### src/rtl/axi_burst_master_if.sv
// AXI4 master-side bus bundle used by axi_burst_master.
// Carries the five AXI4 channels (AW, W, B, AR, R) and nothing else.
//   master modport : the initiator drives addresses, write data, bready and rready.
//   slave modport  : the DDR controller side drives the readies, B responses and R data.
// Parameters: DATA_WIDTH (bits per beat), ADDR_WIDTH, ID_WIDTH.
interface axi_burst_master_if #(
    parameter int DATA_WIDTH = 256,
    parameter int ADDR_WIDTH = 32,
    parameter int ID_WIDTH   = 8
);
    localparam int STRB_WIDTH = DATA_WIDTH / 8;

    // write address channel
    logic [ID_WIDTH-1:0]   awid;
    logic [ADDR_WIDTH-1:0] awaddr;
    logic [7:0]            awlen;
    logic [2:0]            awsize;
    logic [1:0]            awburst;
    logic                  awvalid;
    logic                  awready;
    // write data channel
    logic [DATA_WIDTH-1:0] wdata;
    logic [STRB_WIDTH-1:0] wstrb;
    logic                  wlast;
    logic                  wvalid;
    logic                  wready;
    // write response channel
    logic [ID_WIDTH-1:0]   bid;
    logic [1:0]            bresp;
    logic                  bvalid;
    logic                  bready;
    // read address channel
    logic [ID_WIDTH-1:0]   arid;
    logic [ADDR_WIDTH-1:0] araddr;
    logic [7:0]            arlen;
    logic [2:0]            arsize;
    logic [1:0]            arburst;
    logic                  arvalid;
    logic                  arready;
    // read data channel
    logic [ID_WIDTH-1:0]   rid;
    logic [DATA_WIDTH-1:0] rdata;
    logic [1:0]            rresp;
    logic                  rlast;
    logic                  rvalid;
    logic                  rready;

    modport master (
        output awid, awaddr, awlen, awsize, awburst, awvalid,
        input  awready,
        output wdata, wstrb, wlast, wvalid,
        input  wready,
        input  bid, bresp, bvalid,
        output bready,
        output arid, araddr, arlen, arsize, arburst, arvalid,
        input  arready,
        input  rid, rdata, rresp, rlast, rvalid,
        output rready
    );

    modport slave (
        input  awid, awaddr, awlen, awsize, awburst, awvalid,
        output awready,
        input  wdata, wstrb, wlast, wvalid,
        output wready,
        output bid, bresp, bvalid,
        input  bready,
        input  arid, araddr, arlen, arsize, arburst, arvalid,
        output arready,
        output rid, rdata, rresp, rlast, rvalid,
        input  rready
    );
endinterface

### src/rtl/axi_burst_master.sv
// axi_burst_master: turns one command into a single AXI4 INCR burst, one
// transaction outstanding at a time, full DATA_WIDTH per beat (ui_clk domain).
// Ports:
//   clk, resetn            clock, synchronous active-low reset
//   cmd_valid/cmd_ready    command handshake; cmd_wr selects write (1) or read (0),
//                          cmd_addr byte address (beat-aligned internally), cmd_len = beats-1
//   wr_data/wr_strb        write beat payload, handshake wr_valid/wr_ready
//   rd_data/rd_last        read beat payload, handshake rd_valid/rd_ready
//   done/err               one-cycle end-of-command pulse; err qualifies it
//   dbg_state              current FSM state (IDLE=0 AW=1 W=2 B=3 AR=4 R=5 DONE=6)
//   m_axi                  AXI4 master bus (axi_burst_master_if.master)
//
// Handshake rule for every channel here: a transfer happens on a rising clk edge
// where valid and ready are both 1; a raised valid stays up, with its payload
// stable, until that transfer. The W and R user streams are wired straight
// through to the bus, so their stability is the user's and the slave's to keep.
module axi_burst_master #(
    parameter int          DATA_WIDTH = 256,
    parameter int          ADDR_WIDTH = 32,
    parameter int          STRB_WIDTH = DATA_WIDTH / 8,
    parameter int          ID_WIDTH   = 8,
    parameter int unsigned AXI_ID     = 0
) (
    input  logic                  clk,
    input  logic                  resetn,
    input  logic                  cmd_valid,
    output logic                  cmd_ready,
    input  logic                  cmd_wr,
    input  logic [ADDR_WIDTH-1:0] cmd_addr,
    input  logic [7:0]            cmd_len,
    input  logic [DATA_WIDTH-1:0] wr_data,
    input  logic [STRB_WIDTH-1:0] wr_strb,
    input  logic                  wr_valid,
    output logic                  wr_ready,
    output logic [DATA_WIDTH-1:0] rd_data,
    output logic                  rd_last,
    output logic                  rd_valid,
    input  logic                  rd_ready,
    output logic                  done,
    output logic                  err,
    output logic [2:0]            dbg_state,
    axi_burst_master_if.master    m_axi
);

    localparam logic [2:0] ST_IDLE = 3'd0;
    localparam logic [2:0] ST_AW   = 3'd1;
    localparam logic [2:0] ST_W    = 3'd2;
    localparam logic [2:0] ST_B    = 3'd3;
    localparam logic [2:0] ST_AR   = 3'd4;
    localparam logic [2:0] ST_R    = 3'd5;
    localparam logic [2:0] ST_DONE = 3'd6;

    localparam logic [2:0]            AX_SIZE  = 3'($clog2(STRB_WIDTH));
    localparam logic [ID_WIDTH-1:0]   ID_VAL   = ID_WIDTH'(AXI_ID);
    localparam logic [ADDR_WIDTH-1:0] LOW_MASK = ADDR_WIDTH'(STRB_WIDTH - 1);
    localparam logic [1:0]            RESP_OK  = 2'b00;

    logic [2:0]            state;
    logic [ADDR_WIDTH-1:0] addr_q;
    logic [7:0]            len_q;
    logic [7:0]            beat;
    logic                  err_q;

    logic [ADDR_WIDTH-1:0] aligned_addr;
    logic [19:0]           span_end;
    logic                  cross_4k;
    logic                  cmd_hs;
    logic                  in_w;
    logic                  in_r;
    logic                  w_hs;
    logic                  r_hs;
    logic                  last_beat;
    logic                  r_fault;
    logic                  b_fault;

    assign aligned_addr = cmd_addr & ~LOW_MASK;
    // End of the burst relative to the start of its 4KB page. 20 bits holds the
    // worst case (offset 4095 plus 256 beats of a wide bus) without wrapping.
    assign span_end  = 20'(aligned_addr[11:0]) + (20'(cmd_len) + 20'd1) * 20'(STRB_WIDTH);
    assign cross_4k  = (span_end > 20'd4096);

    assign cmd_ready = (state == ST_IDLE);
    assign cmd_hs    = cmd_valid & cmd_ready;
    assign in_w      = (state == ST_W);
    assign in_r      = (state == ST_R);
    assign last_beat = (beat == len_q);
    assign w_hs      = in_w & wr_valid & m_axi.wready;
    assign r_hs      = in_r & m_axi.rvalid & rd_ready;

    // A wrong ID or a last flag that disagrees with our own beat count is
    // reported the same way as a slave error response.
    assign r_fault = (m_axi.rresp != RESP_OK) | (m_axi.rid != ID_VAL) | (m_axi.rlast != last_beat);
    assign b_fault = (m_axi.bresp != RESP_OK) | (m_axi.bid != ID_VAL);

    always_ff @(posedge clk) begin
        if (!resetn) begin
            state  <= ST_IDLE;
            addr_q <= '0;
            len_q  <= '0;
            beat   <= '0;
            err_q  <= 1'b0;
        end else begin
            case (state)
                ST_IDLE: begin
                    if (cmd_hs) begin
                        addr_q <= aligned_addr;
                        len_q  <= cmd_len;
                        beat   <= '0;
                        err_q  <= cross_4k;
                        if (cross_4k)    state <= ST_DONE;
                        else if (cmd_wr) state <= ST_AW;
                        else             state <= ST_AR;
                    end
                end
                ST_AW: begin
                    if (m_axi.awready) state <= ST_W;
                end
                ST_W: begin
                    if (w_hs) begin
                        beat <= beat + 8'd1;
                        if (last_beat) state <= ST_B;
                    end
                end
                ST_B: begin
                    if (m_axi.bvalid) begin
                        if (b_fault) err_q <= 1'b1;
                        state <= ST_DONE;
                    end
                end
                ST_AR: begin
                    if (m_axi.arready) state <= ST_R;
                end
                ST_R: begin
                    if (r_hs) begin
                        beat <= beat + 8'd1;
                        if (r_fault) err_q <= 1'b1;
                        // Stop on whichever comes first so a slave that gets
                        // rlast wrong can never hang the engine.
                        if (m_axi.rlast || last_beat) state <= ST_DONE;
                    end
                end
                ST_DONE: begin
                    state <= ST_IDLE;
                end
                default: begin
                    state <= ST_IDLE;
                end
            endcase
        end
    end

    // write address channel
    assign m_axi.awid    = ID_VAL;
    assign m_axi.awaddr  = addr_q;
    assign m_axi.awlen   = len_q;
    assign m_axi.awsize  = AX_SIZE;
    assign m_axi.awburst = 2'b01;
    assign m_axi.awvalid = (state == ST_AW);

    // write data: user stream passes straight through while in W
    assign m_axi.wdata   = wr_data;
    assign m_axi.wstrb   = wr_strb;
    assign m_axi.wlast   = in_w & last_beat;
    assign m_axi.wvalid  = in_w & wr_valid;
    assign wr_ready      = in_w & m_axi.wready;

    // write response
    assign m_axi.bready  = (state == ST_B);

    // read address channel
    assign m_axi.arid    = ID_VAL;
    assign m_axi.araddr  = addr_q;
    assign m_axi.arlen   = len_q;
    assign m_axi.arsize  = AX_SIZE;
    assign m_axi.arburst = 2'b01;
    assign m_axi.arvalid = (state == ST_AR);

    // read data: bus passes straight through to the user while in R
    assign rd_data       = m_axi.rdata;
    assign rd_last       = in_r & m_axi.rlast;
    assign rd_valid      = in_r & m_axi.rvalid;
    assign m_axi.rready  = in_r & rd_ready;

    assign done      = (state == ST_DONE);
    assign err       = err_q;
    assign dbg_state = state;

endmodule
### src/flat_wrapper.sv
// flat-port wrapper written by rule: the top's interface ports become plain ports
module axi_burst_master_flat 
#(
    parameter int          DATA_WIDTH = 256,
    parameter int          ADDR_WIDTH = 32,
    parameter int          STRB_WIDTH = DATA_WIDTH / 8,
    parameter int          ID_WIDTH   = 8,
    parameter int unsigned AXI_ID     = 0
)
  (clk, resetn, cmd_valid, cmd_ready, cmd_wr, cmd_addr, cmd_len, wr_data, wr_strb, wr_valid, wr_ready, rd_data, rd_last, rd_valid, rd_ready, done, err, dbg_state, m_axi_awid, m_axi_awaddr, m_axi_awlen, m_axi_awsize, m_axi_awburst, m_axi_awvalid, m_axi_awready, m_axi_wdata, m_axi_wstrb, m_axi_wlast, m_axi_wvalid, m_axi_wready, m_axi_bid, m_axi_bresp, m_axi_bvalid, m_axi_bready, m_axi_arid, m_axi_araddr, m_axi_arlen, m_axi_arsize, m_axi_arburst, m_axi_arvalid, m_axi_arready, m_axi_rid, m_axi_rdata, m_axi_rresp, m_axi_rlast, m_axi_rvalid, m_axi_rready);
  axi_burst_master_if #(.DATA_WIDTH(DATA_WIDTH), .ADDR_WIDTH(ADDR_WIDTH), .ID_WIDTH(ID_WIDTH)) m_axi_i ();
  input  logic clk;
  input  logic resetn;
  input  logic cmd_valid;
  output logic cmd_ready;
  input  logic cmd_wr;
  input  logic [ADDR_WIDTH-1:0] cmd_addr;
  input  logic [7:0] cmd_len;
  input  logic [DATA_WIDTH-1:0] wr_data;
  input  logic [STRB_WIDTH-1:0] wr_strb;
  input  logic wr_valid;
  output logic wr_ready;
  output logic [DATA_WIDTH-1:0] rd_data;
  output logic rd_last;
  output logic rd_valid;
  input  logic rd_ready;
  output logic done;
  output logic err;
  output logic [2:0] dbg_state;
  output wire logic [$bits(m_axi_i.awid)-1:0] m_axi_awid;
  output wire logic [$bits(m_axi_i.awaddr)-1:0] m_axi_awaddr;
  output wire logic [$bits(m_axi_i.awlen)-1:0] m_axi_awlen;
  output wire logic [$bits(m_axi_i.awsize)-1:0] m_axi_awsize;
  output wire logic [$bits(m_axi_i.awburst)-1:0] m_axi_awburst;
  output wire logic [$bits(m_axi_i.awvalid)-1:0] m_axi_awvalid;
  input wire logic [$bits(m_axi_i.awready)-1:0] m_axi_awready;
  output wire logic [$bits(m_axi_i.wdata)-1:0] m_axi_wdata;
  output wire logic [$bits(m_axi_i.wstrb)-1:0] m_axi_wstrb;
  output wire logic [$bits(m_axi_i.wlast)-1:0] m_axi_wlast;
  output wire logic [$bits(m_axi_i.wvalid)-1:0] m_axi_wvalid;
  input wire logic [$bits(m_axi_i.wready)-1:0] m_axi_wready;
  input wire logic [$bits(m_axi_i.bid)-1:0] m_axi_bid;
  input wire logic [$bits(m_axi_i.bresp)-1:0] m_axi_bresp;
  input wire logic [$bits(m_axi_i.bvalid)-1:0] m_axi_bvalid;
  output wire logic [$bits(m_axi_i.bready)-1:0] m_axi_bready;
  output wire logic [$bits(m_axi_i.arid)-1:0] m_axi_arid;
  output wire logic [$bits(m_axi_i.araddr)-1:0] m_axi_araddr;
  output wire logic [$bits(m_axi_i.arlen)-1:0] m_axi_arlen;
  output wire logic [$bits(m_axi_i.arsize)-1:0] m_axi_arsize;
  output wire logic [$bits(m_axi_i.arburst)-1:0] m_axi_arburst;
  output wire logic [$bits(m_axi_i.arvalid)-1:0] m_axi_arvalid;
  input wire logic [$bits(m_axi_i.arready)-1:0] m_axi_arready;
  input wire logic [$bits(m_axi_i.rid)-1:0] m_axi_rid;
  input wire logic [$bits(m_axi_i.rdata)-1:0] m_axi_rdata;
  input wire logic [$bits(m_axi_i.rresp)-1:0] m_axi_rresp;
  input wire logic [$bits(m_axi_i.rlast)-1:0] m_axi_rlast;
  input wire logic [$bits(m_axi_i.rvalid)-1:0] m_axi_rvalid;
  output wire logic [$bits(m_axi_i.rready)-1:0] m_axi_rready;
  assign m_axi_awid = m_axi_i.awid;
  assign m_axi_awaddr = m_axi_i.awaddr;
  assign m_axi_awlen = m_axi_i.awlen;
  assign m_axi_awsize = m_axi_i.awsize;
  assign m_axi_awburst = m_axi_i.awburst;
  assign m_axi_awvalid = m_axi_i.awvalid;
  assign m_axi_i.awready = m_axi_awready;
  assign m_axi_wdata = m_axi_i.wdata;
  assign m_axi_wstrb = m_axi_i.wstrb;
  assign m_axi_wlast = m_axi_i.wlast;
  assign m_axi_wvalid = m_axi_i.wvalid;
  assign m_axi_i.wready = m_axi_wready;
  assign m_axi_i.bid = m_axi_bid;
  assign m_axi_i.bresp = m_axi_bresp;
  assign m_axi_i.bvalid = m_axi_bvalid;
  assign m_axi_bready = m_axi_i.bready;
  assign m_axi_arid = m_axi_i.arid;
  assign m_axi_araddr = m_axi_i.araddr;
  assign m_axi_arlen = m_axi_i.arlen;
  assign m_axi_arsize = m_axi_i.arsize;
  assign m_axi_arburst = m_axi_i.arburst;
  assign m_axi_arvalid = m_axi_i.arvalid;
  assign m_axi_i.arready = m_axi_arready;
  assign m_axi_i.rid = m_axi_rid;
  assign m_axi_i.rdata = m_axi_rdata;
  assign m_axi_i.rresp = m_axi_rresp;
  assign m_axi_i.rlast = m_axi_rlast;
  assign m_axi_i.rvalid = m_axi_rvalid;
  assign m_axi_rready = m_axi_i.rready;
  axi_burst_master #(.DATA_WIDTH(DATA_WIDTH), .ADDR_WIDTH(ADDR_WIDTH), .STRB_WIDTH(STRB_WIDTH), .ID_WIDTH(ID_WIDTH), .AXI_ID(AXI_ID)) u_core (.clk(clk), .resetn(resetn), .cmd_valid(cmd_valid), .cmd_ready(cmd_ready), .cmd_wr(cmd_wr), .cmd_addr(cmd_addr), .cmd_len(cmd_len), .wr_data(wr_data), .wr_strb(wr_strb), .wr_valid(wr_valid), .wr_ready(wr_ready), .rd_data(rd_data), .rd_last(rd_last), .rd_valid(rd_valid), .rd_ready(rd_ready), .done(done), .err(err), .dbg_state(dbg_state), .m_axi(m_axi_i));
endmodule
### config.mk
export PLATFORM = sky130hd
export DESIGN_NAME = axi_burst_master_flat
export DESIGN_NICKNAME = d
export VERILOG_FILES = /design/src/rtl/axi_burst_master_if.sv /design/src/rtl/axi_burst_master.sv /design/src/flat_wrapper.sv
export SDC_FILE = /design/constraint.sdc
export NUM_CORES = 1
export LEC_CHECK = 0
export ABC_AREA = 1
export BUFFER_PORTS_ARGS = -buffer_cell sky130_fd_sc_hd__buf_2
export CORE_AREA = 2 2 500 502
export CTS_CLUSTER_DIAMETER = 100
export CTS_CLUSTER_SIZE = 28
export DETAILED_ROUTE_END_ITERATION = 10
export DIE_AREA = 0 0 502 504
export GPL_TIMING_DRIVEN = 1
export PLACE_DENSITY = 0.3
export SLEW_MARGIN = 15
export SYNTH_ARGS = -nofsm -noshare
export SYNTH_HDL_FRONTEND = slang
export SYNTH_SLANG_ARGS = --single-unit
### constraint.sdc
create_clock -name clk -period 2.2 [get_ports clk]
set_input_delay 0.44 -clock clk [delete_from_list [all_inputs] [get_ports clk]]
set_output_delay 0.44 -clock clk [all_outputs]
set_load 0.02 [all_outputs]
# After elaboration in Yosys (flattened, before gate mapping)
# Cells that the tools add are included.
[word_totals] in_bits=616 mem_count=0 latchBits=0 rom_bits=0 wordCells=72 ff_bits=47 mem_bits_rw=0 out_inout_bits=665
[op_classes] n_mul=0 n_addsub=3 magnitude_cmp=1 n_mux=21 div=0 shift=0 n_eq_ne=18 reduce_logical=12 bitwise_logic=12
[ops] cell="two-way mux 3 bit" n=10
[ops] cell="two-way mux 8 bit" n=3
[ops] cell="case mux 8 bit (3 select lines)" n=1
[ops] cell="adder 12 x 20 -> 20 bit" n=1
[ops] cell="> comparator 20 x 13 -> 1 bit, second input constant" n=1
[ops] cell="case mux 3 bit (6 select lines)" n=1
[ops] cell="nonzero test 8 bit" n=2
[ops] cell="!= test 2 bit, second input constant" n=7
[ops] cell="adder 8 x 1 -> 9 bit, second input constant" n=1
[ops] cell="bitwise AND 1 bit" n=9
[ops] cell="== test 3 bit, second input constant" n=3
[ops] cell="adder 8 x 1 -> 8 bit, second input constant" n=1
[ops] cell="== test 8 bit" n=1
[ops] cell="AND reduction 8 bit" n=1
[ops] cell="== test 3 x 2 -> 1 bit, second input constant" n=2
[ops] cell="!= test 2 x 1 -> 1 bit, second input constant" n=3
[ops] cell="AND reduction 6 bit" n=1
[ops] cell="nonzero test 3 bit" n=2
[ops] cell="two-way mux 1 bit" n=5
[ops] cell="AND reduction 4 bit" n=1
[ops] cell="nonzero test 2 bit" n=2
[ops] cell="== test 3 x 1 -> 1 bit, second input constant" n=1
[ops] cell="zero test 3 bit" n=1
[ops] cell="bitwise OR 1 bit" n=3
[ops] cell="other kinds (4)" n=4

# Depth between registers and ports, before layout
# Gate-level depths: netlist of the first run.
[logic_depth] word_depth=6 depth_mapped=21 ltp_nobuf=21

# Least setup slack after synthesis of the first run
# OpenSTA, ideal clock, no wires.
[synth_timing] path_kind="input to register" start="input cmd_len[0]" end="register u_core.state[2] (netlist: u_core.dbg_state[2])" path_stages=19 setup_time_ns=0.070 t_arrival_ns=2.230 t_required_ns=2.130 slack_ns=-0.100 path_buffers=0 cell_sequence="ha_1 -> nand2_1 -> nor2_1 -> nand2_1 -> xor2_1 -> inv_1 -> ha_1 -> nand2_1 -> inv_1 -> a21oi_1 -> nand2_1 -> nand3b_1 -> nand2_1 -> nand2_1 -> nand3_1 -> nand2_1 -> nand2_1 -> nand2_1 -> a21oi_1"
[synth_between] elab_chain_len=6
[synth_rtl] item="start: declaration" line="flat_wrapper.sv:18" text="input logic [7:0] cmd_len;"
[synth_rtl] item="adder 8 x 1 -> 9 bit" line="axi_burst_master.sv:79" text="assign span_end = 20'(aligned_addr[11:0]) + (20'(cmd_len) + 20'd1) * 20'(STRB_WIDTH);"
[synth_rtl] item="adder 12 x 20 -> 20 bit" line="axi_burst_master.sv:79"
[synth_rtl] item="> comparator 20 x 13 -> 1 bit" line="axi_burst_master.sv:80" text="assign cross_4k = (span_end > 20'd4096);"
[synth_rtl] item="two-way mux 3 bit" line="axi_burst_master.sv:110" text="if (cross_4k) state <= ST_DONE;"
[synth_rtl] item="two-way mux 3 bit" line="axi_burst_master.sv:105" text="if (cmd_hs) begin"
[synth_rtl] item="case mux 3 bit (6 select lines)" line="axi_burst_master.sv:103" text="case (state)"
[synth_rtl] item="end signal: assignment" line="axi_burst_master.sv:110"
[synth_rtl] item="end signal: assignment" line="axi_burst_master.sv:111" text="else if (cmd_wr) state <= ST_AW;"
[synth_rtl] item="end signal: assignment" line="axi_burst_master.sv:112" text="else state <= ST_AR;"
[synth_rtl] item="end: declaration" line="axi_burst_master.sv:58" text="logic [2:0] state;"
# No other way between the ends. The select of a mux whose other input is x is not followed.
# A chain may end at the register's enable or synchronous reset.

# Worst setup path in the final report of the first run
[layout_timing] start="register u_core.beat[2]" end="output m_axi_wlast"
[layout_between] elab_chain_len=2
[layout_rtl] item="start: declaration" line="axi_burst_master.sv:61" text="logic [7:0] beat;"
[layout_rtl] item="start signal: assignment" line="axi_burst_master.sv:120" text="beat <= beat + 8'd1;"
[layout_rtl] item="start signal: assignment" line="axi_burst_master.sv:135" text="beat <= beat + 8'd1;"
[layout_rtl] item="== test 8 bit" line="axi_burst_master.sv:86" text="assign last_beat = (beat == len_q);"
[layout_rtl] item="bitwise AND 1 bit" line="axi_burst_master.sv:163" text="assign m_axi.wlast = in_w & last_beat;"
[layout_rtl] item="end: declaration" line="flat_wrapper.sv:39" text="output wire logic [$bits(m_axi_i.wlast)-1:0] m_axi_wlast;"
# No other way between the ends.

==> results of run 1 <==
-- cell type report --
class	instances	area [um^2]
Fill cell	29547	239000
Tap cell	3330	4170
Multi-Input combinational cell	340	1950
Timing Repair Buffer	233	1490
Sequential cell	47	951
Inverter	45	174
Clock buffer	6	139
Clock inverter	2	38.8
Antenna cell	2	5.00
-- synth_stat cells (all sizes together) (7+ instances only) --
cell type	instances	area (um^2)
buf	621	4660
nand2	136	515
a21oi	48	244
dfxtp	47	941
inv	44	165
nor2	31	129
nand3	23	140
o21ai	14	70.1
ha	12	150
nand4	9	56.3
xor2	9	78.8
clkbuf	7	28.8
nor3	7	40.0
-- flip-flops by register name (all words and copies together) (netlist names) --
| signal | flops |
|---|---|
| u_core.beat | 8 |
| u_core.dbg_state | 3 |
| u_core.err | 1 |
| u_core.m_axi.araddr | 27 |
| u_core.m_axi.arlen | 8 |
-- worst paths after layout --
kind,startpoint,endpoint
worst max-delay path,u_core.beat[2],m_axi_wlast
worst min-delay path,cmd_addr[26],u_core.m_axi.araddr[26]
worst max register to register,u_core.beat[2],u_core.err
worst min register to register,u_core.m_axi.araddr[5],u_core.m_axi.araddr[5]
-- layer usage --
layer	global-route usage	up-vias	wire length, um
li1	-	1816	-
met1	0.0186	1838	9000
met2	0.157	954	57800
met3	0.220	280	62500
met4	0.0512	2	7640
met5	0.00209	-	67
-- cells by family (layout without fill, tap and decap cells) --
logic type      count (synthesis)  after routing  share of synthesized area
simple gates                  216            216                      0.130
buf+inv                       673            286                      0.660
compound gates                 65             65                     0.0460
other cells                     2             38                    0.00102
fa+ha+maj                      13             13                     0.0231
flops                          47             47                      0.128
xor+xnor                       10             10                     0.0119
-- report_power, final --
group / switching, mW / total (mW) / internal, mW / leakage (nW)
logic: 2.26 / 3.47 / 1.21 / 2.13
clock network: 0.525 / 1.10 / 0.578 / 0.0875
registers: 0.166 / 1.21 / 1.04 / 0.388
total: 2.95 / 5.78 / 2.83 / 2.60
-- worst min-delay path, stage by stage --
cell and delay [ns]:
buf_2 0.09, nand2_1 0.05, a21oi_1 0.05
-- per-stage QoR --
stage	hold slack (ns)	std cells	setup WS [ns]
3_5_place_dp	0.468	3988	-0.647
2_1_floorplan	0.469	1060	0.0583
3_3_place_gp	0.464	3988	-0.676
5_1_grt	0.312	4005	-0.228
4_1_cts	0.288	3998	-0.298
6_report	0.336	4005	-0.0963
-- timing repair --
action | 4_1_cts | 5_1_grt
endpoints found under the setup margin | 6 | 11
buffers inserted | 3 | 5
gates resized for setup | 25 | 63
pin swaps | 8 | 28
==> summary.md, run 1 <==
| Metric | Value |
|---|---|
| Async SR Flop Fraction | 0 |
| Total iterations of the first detailed-routing run | 5 |
| EDFF count, synth | 0 |
| Proportion of layout cells with a drive suffix above 1 | 0.477 |
| Final ANT Viol Nets | 0 |
| FF-to-FF path depth | 15 |
| Critical path depth | 9 |
| Syn Area/Cell | 7.16 um^2 |
| Cell Pwr Density | 648 nW/um^2 |
| Commonest cells after routing, fill and taps aside | buf_2, nand2_1, buf_4 |
| Startpoint Class | flop |
| Reg2reg setup slack | -0.07 ns |
| Placed cell area | 8400 um^2 |
| Die ar. | 253000 um^2 |
| Grt ovf | 0 |
| Num CTS Buffers | 5 |
| Status | finished, violations left |
| Commonest non-fill, non-tap cell in the layout | buf_2 |
| YS warnings | 0 |
| Crit path capture type | primary output |
| Post-synthesis sequential area ratio | 0.128 |
| Largest net degree at the start of global routing | 28 |
| Critical path class | flop to primary output |
| Final Setup Violations | 5 |
| Num ports | 1281 |
| First-pass GRT wire length | 148000 um |
| CTS H-tree lvls | 2 |
| Sink Count | 47 |
| Power, Total | 5.78 mW |
| Peak supply drop | 456 uV |
| Clock skew | 0.0123 ns |
| Max cap viols | 0 |
| Fin worst setup slack | -0.0963 ns |
| Antenna violations before repair | 8 |
| Hold crit path type | primary input to flop |
| Synth cell types | 37 |
| Worst stage delay on the critical path | 0.36 ns |
| Die height | 504 um |
| Min cycle time layout | 2.30 ns |
| Total GRT Usage | 0.104 |
| Remaining DRCs | 0 |
| Cell Chain, Critical Path | inv_2, nand2_1, nand4_1, nor3_2, buf_4, nand2_4, buf_8, nor2_2, buf_12 |
| Setup_tns | -0.271 ns |
| Cells after synthesis | 1026 |
| Bufs on Longest Clock Path | 2 |
| Slew Viols, Final | 0 |
| Highest clock rate | 435 MHz |
| CTS root buf | clkbuf_16 |
| Clk_lat worst skew | 0.35 ns |
| Routed length per instance | 34.2 um |
| Final hold violation count | 0 |
| Area growth syn-to-layout | 21.3% |
| Via count | 4890 |
| CP Buf/Inv Count | 4 |
| Min-Delay Path Depth | 3 |
| IO buf count | 151 |
| Area of the mapped netlist | 7350 um^2 |
| Post-route clock period utilization | 1.04 |
| DR iter-0 viols | 173 |
| Clk pin slew, worst setup/hold paths | 0.10 ns |
| Vias per std cell | 1.22 |
| Top delay family on crit path | simple AND/OR/NAND/NOR gates |
| CTS tree | done |
| Final #Nets | 1301 |
| Vias in the first global route | 4874 |
| Post-DP HPWL | 132000 um |
| Final Cell Area | 8920 um^2 |
| Die X | 502 um |
| Starting Density | 0.0297 |
| Largest fanout on the critical path | 3 |
| Leak | 2.60 nW |
| Site row count | 183 |
| Synthesized flop and latch total | 47 |
| Most used DFF post-synth | dfxtp_1 |
| RSZ-0062 raised after global routing | yes |
| Failing checks | negative setup slack |
| Detailed Route WL | 137000 um |
| Core Footprint | 248000 um^2 |
| # hold bufs at CTS | 0 |
| Final Core Density | 0.0360 |
| CP Data Arrival Time | 1.86 ns |
| Placer Congestion | 0.817 |
| Crit-path slowest cell | dfxtp_2 |
| Required time worst endpoint | 1.76 ns |
(Power assumes the default switching activity.)
==> inputs of run 2 (changes only) <==
- PLACE_DENSITY: 0.3 -> not set
- PLACE_DENSITY_LB_ADDON: not set -> 0.12
- RECOVER_POWER: not set -> 100
==> run 2 against run 1 <==
The flow now finishes without violations. Critical path type unchanged. Fmax increased by 6.6%. Sequential share of layout area shrank 0.099 points. Core utilization is 0.067 points higher. Clock power barely moved. First-iteration DRC count shrank 27%. Worst hold slack improved by 0.016 ns. Via count is 1.5% lower. Die area unchanged. Final cell count up 0.45%.
==> summary.md, run 2 (synthesis gave the netlist of run 1 again) <==
| Metric | Value |
|---|---|
| IO buf count | 151 (unchanged) |
| Die X | 502 um (unchanged) |
| Startpoint Class | flop (unchanged) |
| Num ports | 1281 (unchanged) |
| CP Buf/Inv Count | 4 (unchanged) |
| Num CTS Buffers | 5 (unchanged) |
| Cell Pwr Density | 662 nW/um^2 (was 648 nW/um^2) |
| Slew Viols, Final | 0 (unchanged) |
| DR iter-0 viols | 127 (was 173) |
| Core Footprint | 248000 um^2 (unchanged) |
| Max cap viols | 0 (unchanged) |
| Sink Count | 47 (unchanged) |
| Post-route clock period utilization | 0.979 (was 1.04) |
| Total GRT Usage | 0.0799 (was 0.104) |
| Placed insts | 3999 (was 3988) |
| CP Data Arrival Time | 1.71 ns (was 1.86 ns) |
| Final Setup Violations | 0 (was 5) |
| Status | finished clean (was finished, violations left) |
| Final ANT Viol Nets | 0 (unchanged) |
| CTS root buf | clkbuf_16 (unchanged) |
| Peak supply drop | 326 uV (was 456 uV) |
| Leak | 2.45 nW (was 2.60 nW) |
| Metal2 WL | 44600 um (was 57800 um) |
| Routed length per instance | 26.3 um (was 34.2 um) |
| Commonest non-fill, non-tap cell in the layout | nand2_1 (was buf_2) |
| CTS H-tree lvls | 2 (unchanged) |
| Vias per std cell | 1.20 (was 1.22) |
| Antenna violations before repair | 17 (was 8) |
| Starting Density | 0.0297 (unchanged) |
| Die height | 504 um (unchanged) |
| Crit-path slowest cell | dfxtp_2 (unchanged) |
| First-pass GRT wire length | 117000 um (was 148000 um) |
| Final hold slack | 0.352 ns (was 0.336 ns) |
| Crit path capture type | primary output (unchanged) |
| Area growth syn-to-layout | 23.6% (was 21.3%) |
| Site row count | 183 (unchanged) |
| Clk pin slew, worst setup/hold paths | 0.09 ns (was 0.10 ns) |
| Grt ovf | 0 (unchanged) |
| Area of the multi-input gates | 2070 um^2 (was 1950 um^2) |
| Cell Chain, Critical Path | xor2_2, nor3_2, buf_4, nand2_2, buf_6, nor2_4, buf_6, buf_6 (was inv_2, nand2_1, nand4_1, nor3_2, buf_4, nand2_4, buf_8, nor2_2, buf_12) |
| Filler instances | 29553 (was 29547) |
| Largest register FFs | 27 (unchanged) |
| Critical path class | flop to primary output (unchanged) |
| Most numerous cell on the critical path | buf_6 |
| Worst stage delay on the critical path | 0.35 ns (was 0.36 ns) |
| Register area | 960 um^2 (was 951 um^2) |
| Largest fanout on the critical path | 2 (was 3) |
| Proportion of layout cells with a drive suffix above 1 | 0.430 (was 0.477) |
| Required time worst endpoint | 1.76 ns (about the same) |
| Detailed Route WL | 106000 um (was 137000 um) |
| Final hold violation count | 0 (unchanged) |
| Total iterations of the first detailed-routing run | 5 (unchanged) |
| Met1 Wirelength | 12300 um (was 9000 um) |
| Post-Layout Cell Count | 4023 (was 4005) |
| Final #Nets | 1316 (was 1301) |
| Min cycle time layout | 2.15 ns (was 2.30 ns) |
| Via count | 4819 (was 4890) |
| RSZ-0062 raised after global routing | yes (unchanged) |
| Top Metal Used | met5 (unchanged) |
| Hold crit path type | primary input to flop (unchanged) |
| Clock skew | 0.0165 ns (was 0.0123 ns) |
| Bufs on Longest Clock Path | 2 (unchanged) |
| Placer Congestion | 0.656 (was 0.817) |
| Die ar. | 253000 um^2 (unchanged) |
| WL met3 | 41100 um (was 62500 um) |
| Post-DP HPWL | 99900 um (was 132000 um) |
| CTS tree | done (unchanged) |
| Top delay family on crit path | buffers and inverters (was simple AND/OR/NAND/NOR gates) |
| Vias in the first global route | 5011 (was 4874) |
| Clk_lat worst skew | 0.34 ns (was 0.35 ns) |
| Commonest cells after routing, fill and taps aside | nand2_1, buf_4, buf_2 (was buf_2, nand2_1, buf_4) |
| Largest net degree at the start of global routing | 34 (was 28) |
| Remaining DRCs | 0 (unchanged) |
| Highest clock rate | 464 MHz (was 435 MHz) |
-- run 2: worst paths after layout --
check | startpoint | to | slack (ns) | depth (start not counted)
min | cmd_addr[14] | u_core.m_axi.araddr[14] | 0.35 | 3
max | u_core.beat[0] | m_axi_wlast | 0.05 | 8
min reg2reg | u_core.m_axi.araddr[27] | u_core.m_axi.araddr[27] | 0.49 | 2
max reg2reg | u_core.beat[0] | u_core.dbg_state[1] | 0.09 | 14
-- run 2: tightest hold or removal path, stage by stage --
cell and delay (ns):
buf_2 0.10, nand2_1 0.05, a21oi_1 0.05
-- run 2: layout make-up --
cell class                 instances  area share
antenna                            5     0.00138
clock buffer                       6      0.0142
clock inverter                     2     0.00661
inverter                          45      0.0186
multi-input combinational        340       0.228
sequential                        47       0.106
tap                             3330       0.459
timing repair buffer             248       0.167
-- run 2: per-layer routing --
| layer | up-vias | track usage |
|---|---|---|
| met5 | - | 0.00324 |
| met4 | 2 | 0.0499 |
| li1 | 1846 | - |
| met3 | 332 | 0.143 |
| met2 | 778 | 0.120 |
| met1 | 1861 | 0.0263 |
-- run 2: timing repair --
action | 4_1_cts | 5_1_grt
setup endpoints to repair | 16 | 12
gates resized for setup | 71 | 42
hold buffers | 0 | 0
buffers inserted | 8 | 4
pin swaps | 34 | 33
cloned | 0 | 0
-- run 2: power breakdown --
part	total [mW]	internal [mW]	switching, mW
clock	1.11	0.656	0.458
sequential	1.27	1.05	0.215
combinational	3.64	1.39	2.25
total	6.02	3.10	2.92
-- run 2: per-stage QoR --
stage / util / power [mW] / worst slack (ns) / setup TNS [ns] / area (um^2)
2_1_floorplan: - / 4.31 / 0.0583 / 0 / 7500
3_3_place_gp: 0.0340 / 4.69 / -0.632 / -2.66 / 8430
3_5_place_dp: 0.0340 / 4.65 / -0.535 / -2.29 / 8430
4_1_cts: 0.0362 / 6.21 / -0.192 / -0.351 / 8960
5_1_grt: 0.0367 / 6.55 / -0.106 / -0.392 / 9080
6_report: 0.0367 / 6.02 / 0.0454 / 0 / 9090
